$ cat src/rtl/axi4_lite_master.sv
// rtl/axi4_lite_master.sv - AXI4-Lite initiator with independent read/write FSMs and per-direction timeout
module axi4_lite_master #(
  parameter int Addr_Width     = 32,
  parameter int Data_Width     = 32,
  parameter int TIMEOUT_CYCLES = 255
) (
  input  logic                  aclk_i,
  input  logic                  areset_i,
  input  logic                  wr_req_i,
  input  logic                  rd_req_i,
  input  logic [Addr_Width-1:0] req_addr_i,
  input  logic [Data_Width-1:0] req_wdata_i,
  output logic                  wr_busy_o,
  output logic                  rd_busy_o,
  output logic                  wr_done_o,
  output logic                  wr_err_o,
  output logic                  rd_done_o,
  output logic                  rd_err_o,
  output logic [Data_Width-1:0] rd_data_o,
  output logic [Addr_Width-1:0] awaddr_o,
  output logic                  awvalid_o,
  input  logic                  awready_i,
  output logic [Data_Width-1:0] wdata_o,
  output logic                  wvalid_o,
  input  logic                  wready_i,
  input  logic                  bvalid_i,
  output logic                  bready_o,
  output logic [Addr_Width-1:0] araddr_o,
  output logic                  arvalid_o,
  input  logic                  arready_i,
  input  logic [Data_Width-1:0] rdata_i,
  input  logic                  rvalid_i,
  output logic                  rready_o
);

  localparam int TW = (TIMEOUT_CYCLES > 1) ? $clog2(TIMEOUT_CYCLES + 1) : 1;
  localparam logic [TW-1:0] TO_LIM = TW'(TIMEOUT_CYCLES);

  typedef enum logic [1:0] {W_IDLE, W_ADDR, W_RESP} w_state_e;
  typedef enum logic [1:0] {R_IDLE, R_ADDR, R_DATA} r_state_e;

  w_state_e w_state_q, w_state_d;
  r_state_e r_state_q, r_state_d;

  logic [Addr_Width-1:0] awaddr_q, awaddr_d, araddr_q, araddr_d;
  logic [Data_Width-1:0] wdata_q, wdata_d, rd_data_q, rd_data_d;
  logic                  awvalid_q, awvalid_d, wvalid_q, wvalid_d, bready_q, bready_d;
  logic                  arvalid_q, arvalid_d, rready_q, rready_d;
  logic                  wr_done_q, wr_done_d, wr_err_q, wr_err_d, wr_busy_q, wr_busy_d;
  logic                  rd_done_q, rd_done_d, rd_err_q, rd_err_d, rd_busy_q, rd_busy_d;
  logic [TW-1:0]         wr_timer_q, wr_timer_d, rd_timer_q, rd_timer_d;
  logic [TW-1:0]         wr_timer_inc, rd_timer_inc;
  logic                  wr_tmo, rd_tmo;

  // Busy also covers the done-pulse cycle so a request arriving with the pulse is ignored.
  always_comb begin
    w_state_d    = w_state_q;
    awaddr_d     = awaddr_q;
    wdata_d      = wdata_q;
    awvalid_d    = awvalid_q;
    wvalid_d     = wvalid_q;
    bready_d     = bready_q;
    wr_done_d    = 1'b0;
    wr_err_d     = 1'b0;
    wr_timer_d   = wr_timer_q;
    wr_timer_inc = wr_timer_q + TW'(1);
    wr_tmo       = (TIMEOUT_CYCLES != 0) && (wr_timer_inc == TO_LIM);
    case (w_state_q)
      W_IDLE: begin
        if (wr_req_i && !wr_busy_q) begin
          awaddr_d   = req_addr_i;
          wdata_d    = req_wdata_i;
          awvalid_d  = 1'b1;
          wvalid_d   = 1'b1;
          wr_timer_d = '0;
          w_state_d  = W_ADDR;
        end
      end
      W_ADDR: begin
        awvalid_d = awvalid_q & ~awready_i;
        wvalid_d  = wvalid_q & ~wready_i;
        if (!awvalid_d && !wvalid_d) begin
          bready_d   = 1'b1;
          wr_timer_d = '0;
          w_state_d  = W_RESP;
        end else if ((awvalid_q && awready_i) || (wvalid_q && wready_i)) begin
          wr_timer_d = '0;
        end else if (wr_tmo) begin
          awvalid_d  = 1'b0;
          wvalid_d   = 1'b0;
          wr_done_d  = 1'b1;
          wr_err_d   = 1'b1;
          wr_timer_d = '0;
          w_state_d  = W_IDLE;
        end else begin
          wr_timer_d = wr_timer_inc;
        end
      end
      W_RESP: begin
        if (bvalid_i || wr_tmo) begin
          bready_d   = 1'b0;
          wr_done_d  = 1'b1;
          wr_err_d   = ~bvalid_i;
          wr_timer_d = '0;
          w_state_d  = W_IDLE;
        end else begin
          wr_timer_d = wr_timer_inc;
        end
      end
      default: w_state_d = W_IDLE;
    endcase
    wr_busy_d = (w_state_d != W_IDLE) || wr_done_d;
  end

  // RREADY rises together with ARVALID; a response on the address edge completes the read.
  always_comb begin
    r_state_d    = r_state_q;
    araddr_d     = araddr_q;
    arvalid_d    = arvalid_q;
    rready_d     = rready_q;
    rd_data_d    = rd_data_q;
    rd_done_d    = 1'b0;
    rd_err_d     = 1'b0;
    rd_timer_d   = rd_timer_q;
    rd_timer_inc = rd_timer_q + TW'(1);
    rd_tmo       = (TIMEOUT_CYCLES != 0) && (rd_timer_inc == TO_LIM);
    case (r_state_q)
      R_IDLE: begin
        if (rd_req_i && !rd_busy_q) begin
          araddr_d   = req_addr_i;
          arvalid_d  = 1'b1;
          rready_d   = 1'b1;
          rd_timer_d = '0;
          r_state_d  = R_ADDR;
        end
      end
      R_ADDR: begin
        if (arready_i) begin
          arvalid_d  = 1'b0;
          rd_timer_d = '0;
          if (rvalid_i) begin
            rd_data_d = rdata_i;
            rready_d  = 1'b0;
            rd_done_d = 1'b1;
            r_state_d = R_IDLE;
          end else begin
            r_state_d = R_DATA;
          end
        end else if (rd_tmo) begin
          arvalid_d  = 1'b0;
          rready_d   = 1'b0;
          rd_done_d  = 1'b1;
          rd_err_d   = 1'b1;
          rd_timer_d = '0;
          r_state_d  = R_IDLE;
        end else begin
          rd_timer_d = rd_timer_inc;
        end
      end
      R_DATA: begin
        if (rvalid_i || rd_tmo) begin
          if (rvalid_i) rd_data_d = rdata_i;
          rready_d   = 1'b0;
          rd_done_d  = 1'b1;
          rd_err_d   = ~rvalid_i;
          rd_timer_d = '0;
          r_state_d  = R_IDLE;
        end else begin
          rd_timer_d = rd_timer_inc;
        end
      end
      default: r_state_d = R_IDLE;
    endcase
    rd_busy_d = (r_state_d != R_IDLE) || rd_done_d;
  end

  always_ff @(posedge aclk_i) begin
    if (areset_i) begin
      w_state_q  <= W_IDLE;
      r_state_q  <= R_IDLE;
      awaddr_q   <= '0;
      wdata_q    <= '0;
      araddr_q   <= '0;
      rd_data_q  <= '0;
      awvalid_q  <= 1'b0;
      wvalid_q   <= 1'b0;
      bready_q   <= 1'b0;
      arvalid_q  <= 1'b0;
      rready_q   <= 1'b0;
      wr_done_q  <= 1'b0;
      wr_err_q   <= 1'b0;
      wr_busy_q  <= 1'b0;
      rd_done_q  <= 1'b0;
      rd_err_q   <= 1'b0;
      rd_busy_q  <= 1'b0;
      wr_timer_q <= '0;
      rd_timer_q <= '0;
    end else begin
      w_state_q  <= w_state_d;
      r_state_q  <= r_state_d;
      awaddr_q   <= awaddr_d;
      wdata_q    <= wdata_d;
      araddr_q   <= araddr_d;
      rd_data_q  <= rd_data_d;
      awvalid_q  <= awvalid_d;
      wvalid_q   <= wvalid_d;
      bready_q   <= bready_d;
      arvalid_q  <= arvalid_d;
      rready_q   <= rready_d;
      wr_done_q  <= wr_done_d;
      wr_err_q   <= wr_err_d;
      wr_busy_q  <= wr_busy_d;
      rd_done_q  <= rd_done_d;
      rd_err_q   <= rd_err_d;
      rd_busy_q  <= rd_busy_d;
      wr_timer_q <= wr_timer_d;
      rd_timer_q <= rd_timer_d;
    end
  end

  assign wr_busy_o = wr_busy_q;
  assign rd_busy_o = rd_busy_q;
  assign wr_done_o = wr_done_q;
  assign wr_err_o  = wr_err_q;
  assign rd_done_o = rd_done_q;
  assign rd_err_o  = rd_err_q;
  assign rd_data_o = rd_data_q;
  assign awaddr_o  = awaddr_q;
  assign awvalid_o = awvalid_q;
  assign wdata_o   = wdata_q;
  assign wvalid_o  = wvalid_q;
  assign bready_o  = bready_q;
  assign araddr_o  = araddr_q;
  assign arvalid_o = arvalid_q;
  assign rready_o  = rready_q;

endmodule

$ cat config.mk
export PLATFORM = sky130hd
export DESIGN_NAME = axi4_lite_master
export DESIGN_NICKNAME = d
export VERILOG_FILES = /design/src/rtl/axi4_lite_master.sv
export SDC_FILE = /design/constraint.sdc
export NUM_CORES = 1
export LEC_CHECK = 0
export BUFFER_PORTS_ARGS = -buffer_cell sky130_fd_sc_hd__buf_2
export CELL_PAD_IN_SITES_DETAIL_PLACEMENT = 0
export CELL_PAD_IN_SITES_GLOBAL_PLACEMENT = 1
export CORE_ASPECT_RATIO = 0.5
export CORE_MARGIN = 2
export CORE_UTILIZATION = 37
export DETAILED_ROUTE_END_ITERATION = 10
export GPL_ROUTABILITY_DRIVEN = 0
export GPL_TIMING_DRIVEN = 0
export HOLD_SLACK_MARGIN = 0.05
export PLACE_DENSITY = 0.93
export RECOVER_POWER = 100
export SLEW_MARGIN = 20
export SYNTH_ARGS = -nofsm -noshare
export SYNTH_HDL_FRONTEND = slang
export SYNTH_SLANG_ARGS = --single-unit
$ cat constraint.sdc
create_clock -name aclk_i -period 6.5 [get_ports aclk_i]
set_input_delay 0.65 -clock aclk_i [delete_from_list [all_inputs] [get_ports aclk_i]]
set_output_delay 0.65 -clock aclk_i [all_outputs]
set_load 0.005 [all_outputs]
==> impl_metrics.json <==
{
  "synth_top_cell_by_area": "dfxtp_1",
  "finClkSkew_ps": 12.5,
  "die_w_um": 187,
  "setup_viol": 0,
  "gr-usage-all-layers_pct": 19.9,
  "cts_tree": "built",
  "grt_pass1_vias": 5639,
  "synth_edf_count": 0,
  "drc": 0,
  "max_stage_delay_ps": 770,
  "synthCells": 791,
  "vias_per_cell": 4.83,
  "min_period_ps": 3030,
  "clk_latency_ps": 420,
  "grt_max_degree": 17,
  "synthTopCellsByArea": "dfxtp_1 (51%), nand2_1 (17%), a21oi_1 (13%), clkbuf_1 (2.5%), ha_1 (2.4%)",
  "post_cts_buffers": 0,
  "ant_nets": 0,
  "max_cap_viol_count": 0,
  "mappedNetlistArea_mm2": 0.00620,
  "ys_types": 44,
  "areaGrowthSynthToFinish_pct": 31.0,
  "nets": 1170,
  "vdd.ir_drop.worst_uv": 207,
  "totalWireLength_mm": 18.5,
  "synth_top_area_share_pct": 51.3,
  "period_share_pct": 46.6,
  "fmax_mhz": 330,
  "seq_area_frac_synth_pct": 51.3,
  "core-area_mm2": 0.0164,
  "ctsHoldBuffers": 0,
  "synthTopCellsByCount": "nand2_1 (281), dfxtp_1 (159), a21oi_1 (156), clkbuf_1 (41), nor2_1 (21)",
  "drt-wirelength-per-cell_um": 14.3,
  "required_ps": 6830,
  "grt-ovfl-total": 0,
  "rsz0062_at_grt": "no",
  "syn_area_per_cell_um2": 7.84,
  "critPathSlowestCell": "a221oi_1",
  "dieArea_mm2": 0.0179,
  "critical_path.max_fanout": 10,
  "dr.pass1.iters": 7,
  "crit_arrival_ps": 3360,
  "clk_path_buf_depth": 2,
  "crit_chain": "inv_1 -> ha_1 -> and3_1 -> nand4b_1 -> o21ai_0 -> a221oi_1 -> clkbuf_1 -> a21oi_1 -> a311oi_1",
  "fin_setup_tns_ps": 0,
  "hp-class": "flip-flop to flip-flop",
  "initial_core_util_pct": 37.8,
  "clock-sinks": 159,
  "portBuffers": 243,
  "outcome": "finished clean",
  "power.leakage_nw": 3.18,
  "startpoint_type": "flip-flop",
  "vias": 6242,
  "dp.final_hpwl_mm": 13.8,
  "yosysWarnings": 0,
  "relSlewSlack_pct": 29.0,
  "n_fill_cell": 1712,
  "h-tree-depth": 4,
  "clk_pin_slew_ps": 70,
  "yosysMostFrequentCell": "nand2_1",
  "fp-row-count": 33,
  "postSynth.asyncResetShare_pct": 0,
  "cts_buffers": 17,
  "antenna_found_initial": 1,
  "grt_pass1_wl_mm": 28.2,
  "report.final.slew_viol_count": 0,
  "drt_iter0_markers": 279,
  "ios": 244,
  "ys_ff_latch": 159,
  "critPathKind": "flip-flop to flip-flop",
  "tightestPinTransition_ps": 1050,
  "drive_gt1_share_pct": 16.6,
  "cts_resized": 0,
  "endpoint_kind": "flip-flop",
  "dp_slack_ps": 3930,
  "cts_root_buf": "clkbuf_16",
  "ys.flop_type": "dfxtp_1",
  "fin_ws_ps": 3470,
  "finalHoldViolations": 0,
  "die_y_um": 95.6,
  "synth_nets": 908,
  "power.density_mw_per_mm2": 343
}
-- cell type report --
type                    count  area [um^2]  share of cell area (%)
repair buffers            243         1090                    13.4
well taps                 227          284                    3.50
inverters                  15         56.3                   0.693
diodes                      1         2.50                  0.0308
clock buffers              19          443                    5.45
clock inverters            12          136                    1.68
multi-input cells         568         2740                    33.7
flip-flops and latches    159         3180                    39.2
plain buffers              49          194                    2.39
-- cells by family after synthesis --
kind of cell / after synthesis / share of synthesized area [%]
AOI/OAI and AO/OA: 204 / 18.7
and+or+nand+nor: 346 / 22.6
DFF: 159 / 51.3
adders and majority gates: 12 / 2.42
xor gates and xnor gates: 6 / 0.847
buffers and inverters: 64 / 4.18
-- critical path, delay by kind of cell (launching register included) --
family	cells	cell delay, ps
fa+ha+maj	1	200
simple gates	2	280
flops	1	410
buf+inv	2	520
compound gates	4	1540
-- cells in the final DEF (no fill, tap or decap), types with 4 or more instances in the layout --
master,instances
nor2_1,21
clkbuf_1,148
xor2_1,4
or2_2,4
ha_1,12
clkinvlp_4,6
a21oi_1,156
dfxtp_1,159
nand2b_1,12
a311oi_1,11
a22oi_1,5
nor3_1,4
nand3_1,10
nand2_1,281
buf_2,141
clkbuf_16,17
inv_1,15
o21ai_0,10
-- per-layer routing --
layer	share of wire (%)	vias up	track usage [%]
li1	-	3162	-
met1	44	2887	23.6
met2	50	167	35.7
met3	4.8	24	5.30
met4	1.5	2	6.61
met5	0.070	-	0
-- stage by stage --
step	cells	power [W]	hold WS [ps]	util [%]	area (um^2)
after CTS	1292	0.00284	446	50.5	8280
final	1293	0.00279	452	49.6	8120
after global placement	1261	0.00183	440	47.0	7700
after global routing	1292	0.00295	445	49.5	8120
after floorplan	791	0.00156	441	-	6200
after detailed placement	1261	0.00185	443	47.0	7700
-- where the power goes --
| group | total (W) | leakage, nW | switching, W | internal (W) |
|---|---|---|---|---|
| logic | 0.000626 | 1.62 | 0.000405 | 0.000221 |
| registers | 0.00117 | 1.30 | 0.0000707 | 0.00110 |
| clock network | 0.000990 | 0.265 | 0.000413 | 0.000576 |
| total | 0.00279 | 3.18 | 0.000889 | 0.00190 |
-- flip-flops by register name, indices dropped and copies added, names as in the netlist --
signal,count
rready_o,1
wr_done_o,1
rd_data_o,32
rd_timer_q,8
wr_err_o,1
arvalid_o,1
wr_busy_o,1
awvalid_o,1
r_state_q,2
wdata_o,32
awaddr_o,32
wvalid_o,1
araddr_o,32
w_state_q,2
rd_busy_o,1
rd_err_o,1
wr_timer_q,8
bready_o,1
rd_done_o,1
-- worst paths after layout --
| kind | startpoint | to | slack (ps) | cells past startpoint |
|---|---|---|---|---|
| setup reg to reg | wr_timer_q[0] | wr_timer_q[5] | 3470 | 9 |
| setup / recovery | wr_timer_q[0] | wr_timer_q[5] | 3470 | 9 |
| hold reg to reg | araddr_o[18] | araddr_o[18] | 450 | 2 |
| hold / removal | araddr_o[18] | araddr_o[18] | 450 | 2 |
Note: power is estimated with default switching activity, not from simulation.
